**src/rtl/branch_resolve_bp.sv**
```systemverilog
// Branch resolution unit for RV32 B-type branches with a bimodal (2-bit counter) predictor.
// Result, mispredict flag and statistics are registered one cycle after issue.
module branch_resolve_bp #(
  parameter int XLEN        = 32,
  parameter int BHT_ENTRIES = 16,
  parameter int CNT_W       = 16,
  parameter int PCINC       = 4
) (
  input  logic              clk,
  input  logic              reset,
  input  logic [XLEN-1:0]   fetch_pc,
  output logic              pred_taken,
  input  logic              in_valid,
  input  logic [31:0]       idata,
  input  logic [XLEN-1:0]   iaddr,
  input  logic [XLEN-1:0]   imm,
  input  logic [XLEN-1:0]   rv1,
  input  logic [XLEN-1:0]   rv2,
  input  logic              in_pred_taken,
  output logic              out_valid,
  output logic [XLEN-1:0]   iaddr_val,
  output logic              taken,
  output logic              mispredict,
  output logic              illegal,
  output logic [CNT_W-1:0]  br_count,
  output logic [CNT_W-1:0]  mp_count
);

  localparam int         IDX_W     = $clog2(BHT_ENTRIES);
  localparam logic [6:0] OP_BRANCH = 7'b1100011;

  logic [1:0]       bht [BHT_ENTRIES];
  logic [IDX_W-1:0] fetch_idx;
  logic [IDX_W-1:0] upd_idx;
  logic [2:0]       funct3;
  logic             accept;
  logic             legal;
  logic             cond;
  logic             mp_next;
  logic [XLEN-1:0]  seq_pc;
  logic [XLEN-1:0]  tgt_pc;
  logic [XLEN-1:0]  next_pc;
  logic             unused_bits;

  function automatic logic [1:0] sat_update(input logic [1:0] cnt, input logic up);
    logic [1:0] res;
    if (up) begin
      res = (cnt == 2'b11) ? 2'b11 : cnt + 2'b01;
    end else begin
      res = (cnt == 2'b00) ? 2'b00 : cnt - 2'b01;
    end
    return res;
  endfunction

  assign fetch_idx   = fetch_pc[IDX_W+1:2];
  assign upd_idx     = iaddr[IDX_W+1:2];
  // Read-before-write falls out naturally: the table only changes at the clock edge.
  assign pred_taken  = bht[fetch_idx][1];
  assign unused_bits = ^{fetch_pc[XLEN-1:IDX_W+2], fetch_pc[1:0], idata[31:15], idata[11:7]};

  // Branch condition decode, target selection and mispredict detection.
  always_comb begin
    funct3  = idata[14:12];
    accept  = in_valid && (idata[6:0] == OP_BRANCH);
    legal   = 1'b1;
    cond    = 1'b0;
    case (funct3)
      3'b000:  cond = (rv1 == rv2);
      3'b001:  cond = (rv1 != rv2);
      3'b100:  cond = ($signed(rv1) < $signed(rv2));
      3'b101:  cond = ($signed(rv1) >= $signed(rv2));
      3'b110:  cond = (rv1 < rv2);
      3'b111:  cond = (rv1 >= rv2);
      default: begin
        legal = 1'b0;
        cond  = 1'b0;
      end
    endcase
    seq_pc  = iaddr + XLEN'(PCINC);
    tgt_pc  = iaddr + imm;
    next_pc = cond ? tgt_pc : seq_pc;
    mp_next = legal && (cond != in_pred_taken);
  end

  // Result registers, predictor table and saturating statistics.
  always_ff @(posedge clk) begin
    if (reset) begin
      for (int i = 0; i < BHT_ENTRIES; i++) begin
        bht[i] <= 2'b01;
      end
      out_valid  <= 1'b0;
      iaddr_val  <= {XLEN{1'b0}};
      taken      <= 1'b0;
      mispredict <= 1'b0;
      illegal    <= 1'b0;
      br_count   <= {CNT_W{1'b0}};
      mp_count   <= {CNT_W{1'b0}};
    end else begin
      out_valid <= accept;
      if (accept) begin
        iaddr_val  <= next_pc;
        taken      <= cond;
        mispredict <= mp_next;
        illegal    <= !legal;
        if (legal) begin
          bht[upd_idx] <= sat_update(bht[upd_idx], cond);
          if (br_count != {CNT_W{1'b1}}) begin
            br_count <= br_count + CNT_W'(1);
          end
          if (mp_next && (mp_count != {CNT_W{1'b1}})) begin
            mp_count <= mp_count + CNT_W'(1);
          end
        end
      end
    end
  end

endmodule

```
**config.mk**
```make
export PLATFORM = sky130hd
export DESIGN_NAME = branch_resolve_bp
export DESIGN_NICKNAME = d
export VERILOG_FILES = /design/src/rtl/branch_resolve_bp.sv
export SDC_FILE = /design/constraint.sdc
export NUM_CORES = 1
export LEC_CHECK = 0
export BUFFER_PORTS_ARGS = -buffer_cell sky130_fd_sc_hd__buf_2
export CORE_MARGIN = 2
export CORE_UTILIZATION = 52
export DETAILED_ROUTE_END_ITERATION = 10
export PLACE_DENSITY = 0.83
export RECOVER_POWER = 50
export SKIP_LAST_GASP = 1
export SLEW_MARGIN = 20
export SYNTH_ARGS = -nofsm -noshare
export SYNTH_HDL_FRONTEND = slang
export SYNTH_SLANG_ARGS = --single-unit
```
**constraint.sdc**
```tcl
create_clock -name clk -period 4.3 [get_ports clk]
set_input_delay 0.86 -clock clk [delete_from_list [all_inputs] [get_ports clk]]
set_output_delay 0.86 -clock clk [all_outputs]
set_load 0.02 [all_outputs]
```
==> metrics.md, run 1 <==
| Metric | Value |
|---|---|
| Die width | `125.5 um` |
| Synth Area in Compound Gates | `17.08%` |
| Synth top area share | `17.75%` |
| H-tree depth | `3` |
| Num CTS Buffers | `9` |
| Netlist Area Pre-Place | `7670 um^2` |
| Via/cell ratio | `5.726` |
| Largest net degree at the start of global routing | `63` |
| Post-synth top area cell | `dfxtp_1` |
| CTS tree | `done` |
| Total gr overflow | `0` |
| Cell count after synthesis | `913` |
| Synth async-reset ratio | `0%` |
| Detailed Routing Iterations Pass 1 | `5` |
| Mux share of post-synthesis cell area | `6.770%` |
| Setup TNS Final | `0 ns` |
| Max-slew headroom | `-76.61%` |
| Clock Sinks | `100` |
| P_leak | `3.687 nW` |
| Gpl congestion | `0.9125` |
| Critical Path RT | `4.34 ns` |
| Clk pin slew, worst setup/hold paths | `0.07 ns` |
| Fin. max-slew vios | `63` |
| Antenna violations before repair | `0` |
| Core area | `14480 um^2` |
| IO Count | `265` |
| Top achievable clock speed | `0.2622 GHz` |
| Final Skew | `0.01027 ns` |
| Final Cycle Share | `88.71%` |
| CP endpoint kind | `flop` |
| Hold buffers post-CTS | `0` |
| IO buf count | `214` |
| Simple-gate portion of the synthesized area | `21.27%` |
| Pwr Density | `263.7 nW/um^2` |
| Row count | `44` |
| Sequential area share after synthesis | `30.28%` |
| Antenna-violating nets left | `0` |
| Post-layout nets | `1375` |
| RSZ-0062 raised after global routing | `no` |
| Total GRT Usage | `25.96%` |
| Synth top area cells | `dfxtp_1 (18%), edfxtp_1 (13%), ha_1 (11%), nand2_1 (5.4%), xnor2_1 (4.9%)` |
| Final wirelength | `20630 um` |
| Worst path arrival time | `3.85 ns` |
| Clock Latency Late Sink | `0.35 ns` |
| Number of flops mapped to enable cells by yosys | `32` |
| Syn Area/Cell | `8.401 um^2` |
| VDD IR-drop max | `0.1814 mV` |
| Dpl cell area | `8941 um^2` |
| Mapped Nets | `1179` |
| Routed via count | `7432` |
| Dpl hpwl | `15670 um` |
| Flops & latches, synth | `100` |
| MaxCap Viol Count | `1` |
| Die span in y | `125.5 um` |
| DRC viols | `0` |
| Warnings, synthesis | `0` |
| First-pass GRT wire length | `33650 um` |
| Primary FF master, synth | `dfxtp_1` |
| Final Cell Area | `9158 um^2` |
| Longest Clk Path Bufs | `2` |
| CP Class | `input pin to flop` |
| DR iter-0 viols | `526` |
| Worst Max-Slew Pin Slew | `2.649 ns` |
| Critical path launch point type | `input pin` |
| Post-synthesis adder-cell area fraction | `11.78%` |
| Outcome | `finished, violations left` |
| Post-synthesis xor/xnor area fraction | `8.222%` |
| Post_cts resized | `0` |
| Final setup fails | `0` |
| Min Tclk post-route | `3.815 ns` |
| Max FO, Critical Path | `62` |
| Worst min-delay path category | `flop to flop` |
| Die area | `15740 um^2` |
| Root Driver | `clkbuf_16` |
| Routed len/inst | `15.89 um` |
| Initial Util | `52.97%` |
| Share of layout cells above drive strength 1 | `17.59%` |
| Vias in the first global route | `7159` |
| Failing checks | `max-capacitance violations, max-slew violations` |
| P&R area growth vs syn | `19.40%` |
| Post-CTS setup buffers | `0` |
| Count of different cell masters after synthesis | `56` |
| # diodes | `0` |
| Final hold violations | `0` |
| Main combinational cell family by area after synthesis | `simple AND/OR/NAND/NOR gates` |
==> Yosys cell counts (all sizes together), types with 21 or more instances <==
cell type / instances
o21ai: 29
dfxtp: 68
edfxtp: 32
clkbuf: 36
xnor2: 43
nor2: 82
o211ai: 26
nand3: 43
inv: 49
ha: 69
nand4: 24
a21oi: 72
o21bai: 21
xor2: 29
nand2: 110
==> report_power, final <==
group	internal, mW	leakage, nW	switching [mW]
combinational	0.252	2.71	0.325
clock	0.468	0.150	0.387
sequential	0.978	0.827	0.00401
total	1.70	3.69	0.716
==> stage by stage <==
| stage | hold WS (ns) | util [%] | total power, mW | setup slack (ns) | cells |
|---|---|---|---|---|---|
| final | 0.4517 | 63.25 | 2.414 | 0.4854 | 1298 |
| after global routing | 0.4759 | 63.25 | 2.534 | 0.2408 | 1298 |
| after CTS | 0.4505 | 63.93 | 2.429 | 0.5389 | 1298 |
| after detailed placement | 0.4404 | 61.75 | 1.573 | 0.1658 | 1282 |
| after global placement | 0.4392 | 61.75 | 1.559 | 0.2781 | 1282 |
| after floorplan | 0.5302 | - | 1.388 | 0.6251 | 913 |
==> routing by layer <==
layer / part of all wire (%) / up-vias / GRT usage, %
li1: - / 3690 / -
met2: 49 / 274 / 45.88
met4: 1.7 / 0 / 9.412
met3: 5.6 / 27 / 3.124
met1: 44 / 3441 / 32.57
met5: 0 / - / 0
==> layout by cell type (no fill, tap or decap), types with 42 or more instances in the layout <==
master	n
buf_2	145
dfxtp_1	68
nor2_1	82
nand3_1	43
inv_1	49
ha_1	69
clkbuf_1	70
nand2_1	110
a21oi_1	71
xnor2_1	42
==> path summary, 6_finish.rpt <==
| path | end | slack [ns] | from | cells after the start |
|---|---|---|---|---|
| worst min-delay path | iaddr_val[19]$_SDFFE_PP0P_ | 0.45 | iaddr_val[19]$_SDFFE_PP0P_ | 2 |
| worst max register to register | mp_count[5]$_SDFFE_PP0P_ | 1.75 | mp_count[3]$_SDFFE_PP0P_ | 8 |
| worst min register to register | iaddr_val[19]$_SDFFE_PP0P_ | 0.45 | iaddr_val[19]$_SDFFE_PP0P_ | 2 |
| worst max-delay path | bht[15][1]$_SDFFCE_PN0P_ | 0.49 | reset | 3 |
==> layout make-up <==
| cell class | instances | area, um^2 |
|---|---|---|
| inverter | 49 | 183.9 |
| tap | 184 | 230.2 |
| clock buffer | 11 | 275.3 |
| sequential | 100 | 2322 |
| timing repair buffer | 229 | 1104 |
| fill | 1315 | 5321 |
| multi-input combinational | 720 | 5002 |
| clock inverter | 5 | 40.04 |
==> worst max-delay path: stages <==
cell and delay [ns]:
clkbuf_1 1.84, clkbuf_2 0.88, o21bai_1 0.26
==> flip-flops by register name (all words and copies together) (netlist names) <==
register	count
mispredict	1
br_count	16
out_valid	1
bht	32
iaddr_val	32
illegal	1
mp_count	16
taken	1
==> logic make-up (layout without fill, tap and decap cells) <==
logic type,count (synthesis),count (layout)
AO/OA/AOI/OAI,203,203
XOR/XNOR,72,72
adder cells (fa/ha/maj),72,72
buffers and inverters,93,294
flip-flops,100,100
multiplexers,32,32
AND/OR/NAND/NOR,341,341
(Power assumes the default switching activity.)
==> run 2: changes to the inputs <==
--- a/config.mk
+++ b/config.mk
@@ -5,6 +5,7 @@
 export SDC_FILE = /design/constraint.sdc
 export NUM_CORES = 1
 export LEC_CHECK = 0
+export ABC_CLOCK_PERIOD_IN_PS = 4100
 export BUFFER_PORTS_ARGS = -buffer_cell sky130_fd_sc_hd__buf_2
 export CORE_MARGIN = 2
 export CORE_UTILIZATION = 52
==> constraint.sdc (replaced) <==
create_clock -name clk -period 4.1 [get_ports clk]
set_input_delay 0.82 -clock clk [delete_from_list [all_inputs] [get_ports clk]]
set_output_delay 0.82 -clock clk [all_outputs]
set_load 0.02 [all_outputs]
==> run 2 against run 1 <==
  * The run still ends with max-capacitance violations, max-slew violations left
  * Largest power group unchanged
  * Critical path type unchanged
  * Highest routed layer unchanged
  * Worst hold slack improved by 0.0042 ns
  * Sequential share of layout area about the same
  * Clock power decreased by 1%
  * Largest cell class unchanged
==> metrics.md, run 2 (synthesis gave the netlist of run 1 again) <==
| Metric | Value |
|---|---|
| Outcome | `finished, violations left` |
| Failing checks | `max-capacitance violations, max-slew violations` |
| Die span in y | `125.5 um` |
| Critical Path RT | `4.35 ns` |
| Core area | `14480 um^2` |
| Final cell count without fillers | `1300` |
| Top achievable clock speed | `0.2670 GHz` |
| Post-CTS setup buffers | `0` |
| Final Cell Area | `9153 um^2` |
| Via/cell ratio | `5.735` |
| Clk pwr share | `34.1%` |
| Routed via count | `7455` |
| Share of power burned in registers | `41.5%` |
| Final setup fails | `0` |
| Met3 WL | `1145 um` |
| Hold buffers post-CTS | `0` |
| H-tree depth | `3` |
| Largest regs | `bht: 32 flops, iaddr_val: 32 flops` |
| VDD IR-drop max | `0.1971 mV` |
| Gpl congestion | `0.8548` |
| Pwr Density | `270.7 nW/um^2` |
| Root Driver | `clkbuf_16` |
| Largest net degree at the start of global routing | `60` |
| Share of layout cells above drive strength 1 | `17.74%` |
| Max-slew headroom | `-9.320%` |
| DR iter-0 viols | `531` |
| Setup TNS Final | `0 ns` |
| Final wirelength | `20490 um` |
| P&R area growth vs syn | `19.33%` |
| Design Power | `2.478 mW` |
| Switching share of power | `30.86%` |
| Fin util | `63.21%` |
| CP endpoint kind | `flop` |
| First-pass GRT wire length | `33360 um` |
| Vias in the first global route | `7109` |
| Routed wl met2 | `10040 um` |
| Commonest non-fill, non-tap cell in the layout | `buf_2` |
| Sw power | `0.7647 mW` |
| Crit Reg-Reg Endpoint | `mp_count[5]$_SDFFE_PP0P_` |
| Worst hold slack | `0.4559 ns` |
| Final Skew | `0.006330 ns` |
| Placed cell count | `1284` |
| Initial Util | `52.97%` |
| CTS tree | `done` |
| Antenna-violating nets left | `0` |
| Metal-1 WL | `8842 um` |
| Final Cycle Share | `91.35%` |
| IO Count | `265` |
| Commonest non-fill, non-tap cells in the layout | `buf_2 (146), nand2_1 (110), nor2_1 (82)` |
| Cells on worst reg2reg path | `8` |
| # diodes | `0` |
| Worst Max-Slew Pin Slew | `1.640 ns` |
| Combinational share of power | `24.3%` |
| Clk pin slew, worst setup/hold paths | `0.07 ns` |
| Worst reg2reg startpoint | `mp_count[3]$_SDFFE_PP0P_` |
| Worst path arrival time | `3.99 ns` |
| Die width | `125.5 um` |
| CP Class | `input pin to flop` |
| Antenna violations before repair | `0` |
| Final hold violations | `0` |
| WHS Path Cells | `2` |
| Total GRT Usage | `25.59%` |
| Routed len/inst | `15.76 um` |
| Row count | `44` |
| Detailed Routing Iterations Pass 1 | `5` |
| Min-Delay Endpoint | `iaddr_val[19]$_SDFFE_PP0P_` |
| Min Tclk post-route | `3.745 ns` |
| CP startpoint | `rv1[5]` |
| Uppermost layer routed | `met4` |
| Post_cts resized | `0` |
| Clock Sinks | `100` |
| Worst min-delay path category | `flop to flop` |
| Die area | `15740 um^2` |
| MaxCap Viol Count | `1` |
| Dpl cell area | `8969 um^2` |
| RSZ-0062 raised after global routing | `no` |
| Pre-CTS WS | `0.01451 ns` |
| Total gr overflow | `0` |
| Critical path launch point type | `input pin` |
| Power Internal | `1.713 mW` |
| Clock Latency Late Sink | `0.36 ns` |
| DRC viols | `0` |
| IO buf count | `214` |
| Fin. max-slew vios | `35` |
| Post-layout nets | `1377` |
| Longest Clk Path Bufs | `2` |
| Max FO, Critical Path | `24` |
| R2R Setup Slk | `1.47 ns` |
| Setup slack after layout | `0.3548 ns` |
| Dpl hpwl | `15730 um` |
| P_leak | `3.697 nW` |
| Hold_sp | `iaddr_val[19]$_SDFFE_PP0P_` |
| Num CTS Buffers | `9` |
## run 2: cell types whose count changed in the layout (fill, tap and decap cells not counted)
cell / previous run / this run
inv_4: 0 / 1
clkbuf_16: 11 / 9
buf_4: 12 / 13
buf_12: 1 / 2
inv_6: 0 / 2
clkinvlp_4: 2 / 0
clkinv_4: 1 / 2
buf_2: 145 / 146
clkbuf_2: 1 / 0
## run 2: power groups by stage
stage	Sequential [mW]	Combinational, mW	Clock (mW)
global placement	1.05	0.584	0
detailed placement	1.05	0.597	0
floorplan	1.05	0.404	0
CTS	1.03	0.600	0.859
global route	1.03	0.667	0.904
finish	1.03	0.603	0.845
## run 2: worst max-delay path: stages
cell	delay, ns
buf_2	0.10
ha_1	0.31
a21oi_1	0.19
o21ai_1	0.08
a221oi_1	0.39
o211ai_1	0.19
a21oi_2	0.21
mux2i_1	0.30
a221oi_4	0.12
xnor2_2	0.75
nor4_1	0.16
mux2_1	0.35
## run 2: worst max-delay path by stage
stage,end,slack [ns],depth (start not counted)
3_3_place_gp,mp_count[15]$_SDFFE_PP0P_,0.06,12
2_1_floorplan,bht[3][0]$_SDFFCE_PN1P_,0.47,13
5_1_grt,mp_count[15]$_SDFFE_PP0P_,0.13,12
6_report,mp_count[11]$_SDFFE_PP0P_,0.35,12
3_5_place_dp,mp_count[11]$_SDFFE_PP0P_,0.01,12
4_1_cts,mp_count[11]$_SDFFE_PP0P_,0.39,12
## run 2: layout make-up
class | instances | area [um^2]
timing repair buffer | 231 | 1131
fill | 1263 | 5326
tap | 184 | 230.2
clock inverter | 7 | 57.56
clock buffer | 9 | 225.2
multi-input combinational | 720 | 5002
sequential | 100 | 2322
inverter | 49 | 183.9
## run 2: per-layer routing
metal  GRT usage [%]  up-vias
li1                -     3705
met1           31.62     3462
met2           45.60      259
met3           3.680       29
met4           8.824        0
met5               0        -
==> run 3: changes to the inputs <==
--- a/config.mk
+++ b/config.mk
@@ -8,9 +8,8 @@
 export ABC_CLOCK_PERIOD_IN_PS = 4100
 export BUFFER_PORTS_ARGS = -buffer_cell sky130_fd_sc_hd__buf_2
 export CORE_MARGIN = 2
-export CORE_UTILIZATION = 52
+export CORE_UTILIZATION = 23
 export DETAILED_ROUTE_END_ITERATION = 10
-export PLACE_DENSITY = 0.83
 export RECOVER_POWER = 50
 export SKIP_LAST_GASP = 1
 export SLEW_MARGIN = 20
==> run 3 against run 2 <==
  * The flow still finishes with violations (max-capacitance violations, max-slew violations)
  * Combinational power increased by 2%
  * Largest power group unchanged
  * Highest routed layer unchanged
  * Clock-buffer cell count did not move
  * Register-to-register slack got worse by 0.04 ns
  * Maximum frequency grew 7.4%
  * Total power is 7.1% higher
  * Global-route usage down 12 points
==> metrics.md, run 3 (synthesis gave the netlist of run 1 again) <==
| Metric | Value |
|---|---|
| Outcome | `finished, violations left` |
| Failing checks | `max-capacitance violations, max-slew violations` |
| Met2 Use GR | `23.39%` |
| Core area | `32700 um^2` |
| Fin util | `29.24%` |
| Critical path launch point type | `input pin` |
| Final Skew | `0.01287 ns` |
| Most Frequent Cell on Critical Path | `buf_4` |
| MaxCap Viol Count | `1` |
| Via/cell ratio | `4.715` |
| Row count | `66` |
| Share of layout cells above drive strength 1 | `18.08%` |
| Routed len/inst | `15.28 um` |
| Critical Path RT | `4.18 ns` |
| Worst path arrival time | `3.56 ns` |
| Die area | `34820 um^2` |
| Met1 usage | `16.89%` |
| Post-CTS setup buffers | `0` |
| IO Count | `265` |
| Pwr Density | `277.4 nW/um^2` |
| Vias in the first global route | `7259` |
| Clk pin slew, worst setup/hold paths | `0.08 ns` |
| Worst min-delay path category | `flop to flop` |
| Commonest non-fill, non-tap cells in the layout | `buf_2 (146), nand2_1 (110), nor2_1 (82)` |
| Largest net degree at the start of global routing | `52` |
| Crit Reg-Reg Endpoint | `mp_count[13]$_SDFFE_PP0P_` |
| Num CTS Buffers | `9` |
| Gpl congestion | `0.8868` |
| Die width | `186.6 um` |
| VDD IR-drop max | `0.1501 mV` |
| Detailed Routing Iterations Pass 1 | `4` |
| IO buf count | `214` |
| Min-Delay Endpoint | `iaddr_val[19]$_SDFFE_PP0P_` |
| CTS tree | `done` |
| H-tree depth | `3` |
| Hold_sp | `iaddr_val[19]$_SDFFE_PP0P_` |
| Dpl hpwl | `18720 um` |
| Largest regs | `bht: 32 flops, iaddr_val: 32 flops` |
| CP Class | `input pin to flop` |
| WHS Path Cells | `2` |
| R2R Setup Slk | `1.43 ns` |
| Top Usage Layer GRT | `met2` |
| Worst-path cell chain | `buf_2 > inv_1 > ha_1 > a21oi_1 > o21ai_1 > a221oi_1 > o211ai_1 > a21oi_2 > mux2i_1 > a221oi_4 > buf_4 > maj3_1 > nor3_2 > buf_4 > nand3_1` |
| Cells on worst reg2reg path | `8` |
| Worst Max-Slew Pin Slew | `1.901 ns` |
| CP endpoint kind | `flop` |
| Min Tclk post-route | `3.488 ns` |
| Design Power | `2.653 mW` |
| First-pass GRT wire length | `37850 um` |
| Final wirelength | `23910 um` |
| # diodes | `0` |
| Clock Latency Late Sink | `0.36 ns` |
| Hold buffers post-CTS | `0` |
| Slowest cell on the critical path | `maj3_1` |
| Worst reg2reg startpoint | `mp_count[3]$_SDFFE_PP0P_` |
| Root Driver | `clkbuf_16` |
| Filler cells | `3555` |
| P_leak | `3.741 nW` |
| Final cell count without fillers | `1565` |
| Longest Clk Path Bufs | `2` |
| Final Cycle Share | `85.08%` |
| Commonest non-fill, non-tap cell in the layout | `buf_2` |
| Routed via count | `7379` |
| Met3 global-route usage | `2.144%` |
| Pre-CTS WS | `0.1797 ns` |
| Total gr overflow | `0` |
| Antenna violations before repair | `0` |
| Max FO, Critical Path | `8` |
| Final hold violations | `0` |
| Top achievable clock speed | `0.2867 GHz` |
| DR iter-0 viols | `392` |
| Initial Util | `23.45%` |
| Post_cts resized | `0` |
| Clock Sinks | `100` |
| Max incr delay on CP | `0.35 ns` |
| RSZ-0062 raised after global routing | `no` |
| Fin. max-slew vios | `35` |
| Placed cell count | `1549` |
| Max-slew headroom | `-26.72%` |
| Total GRT Usage | `13.33%` |
| Setup TNS Final | `0 ns` |
| Final setup fails | `0` |
| P&R area growth vs syn | `24.68%` |
| Setup slack after layout | `0.6118 ns` |
| Die span in y | `186.6 um` |
| DRC viols | `0` |
| Post-layout nets | `1384` |
| Antenna-violating nets left | `0` |
-- run 3: cell count changes in the layout (fill, tap and decap cells not counted), sizes merged --
cell	previous run	this run
buf	161	167
bufinv	0	2
clkinv	3	1
clkbuf	79	80
-- run 3: how the worst max path moves through the flow --
stage             from                   endpoint  slack, ns
2_1_floorplan  rv2[30]    bht[3][0]$_SDFFCE_PN1P_       0.47
3_3_place_gp   rv2[31]    bht[0][0]$_SDFFCE_PN1P_       0.22
3_5_place_dp   rv2[31]    bht[5][0]$_SDFFCE_PN1P_       0.18
4_1_cts        rv2[31]    bht[1][0]$_SDFFCE_PN1P_       0.58
5_1_grt        rv2[31]  iaddr_val[2]$_SDFFE_PP0P_       0.31
6_report        rv2[7]    bht[1][0]$_SDFFCE_PN1P_       0.61
-- run 3: area by class of cell --
| type | instances | area (um^2) | area share, % |
|---|---|---|---|
| Multi-Input combinational cell | 720 | 4995 | 52.23 |
| Sequential cell | 100 | 2322 | 24.28 |
| Timing Repair Buffer | 238 | 1167 | 12.21 |
| Tap cell | 442 | 553.0 | 5.783 |
| Clock buffer | 9 | 225.2 | 2.355 |
| Inverter | 49 | 183.9 | 1.923 |
| Clock inverter | 7 | 116.4 | 1.217 |
-- run 3: worst max-delay path: cells and delay by family --
family | cells | cell delay, ns
simple gates | 2 | 0.24
compound gates | 6 | 1.04
buf+inv | 4 | 0.51
fa+ha+maj | 2 | 0.64
mux | 1 | 0.31
-- run 3: report_power, final --
| part | switching [mW] | leakage [nW] | total [mW] | internal [mW] |
|---|---|---|---|---|
| Clock | 0.452 | 0.167 | 1.01 | 0.555 |
| Combinational | 0.348 | 2.75 | 0.616 | 0.268 |
| Sequential | 0.00401 | 0.827 | 1.03 | 1.03 |
-- run 3: through the flow --
| stage | cell area [um^2] | hold WS [ns] |
|---|---|---|
| after detailed placement | 9324 | 0.4429 |
| final | 9563 | 0.4526 |
| after global routing | 9563 | 0.4722 |
| after global placement | 9324 | 0.4394 |
| after floorplan | 7670 | 0.5302 |
| after CTS | 9666 | 0.4527 |
-- run 3: per-layer routing --
layer / routed length (um) / up-vias / share of wire, %
li1: - / 3710 / -
met1: 10770 / 3409 / 45
met2: 11480 / 242 / 48
met3: 1316 / 18 / 5.5
met4: 337 / 0 / 1.4
met5: 0 / - / 0
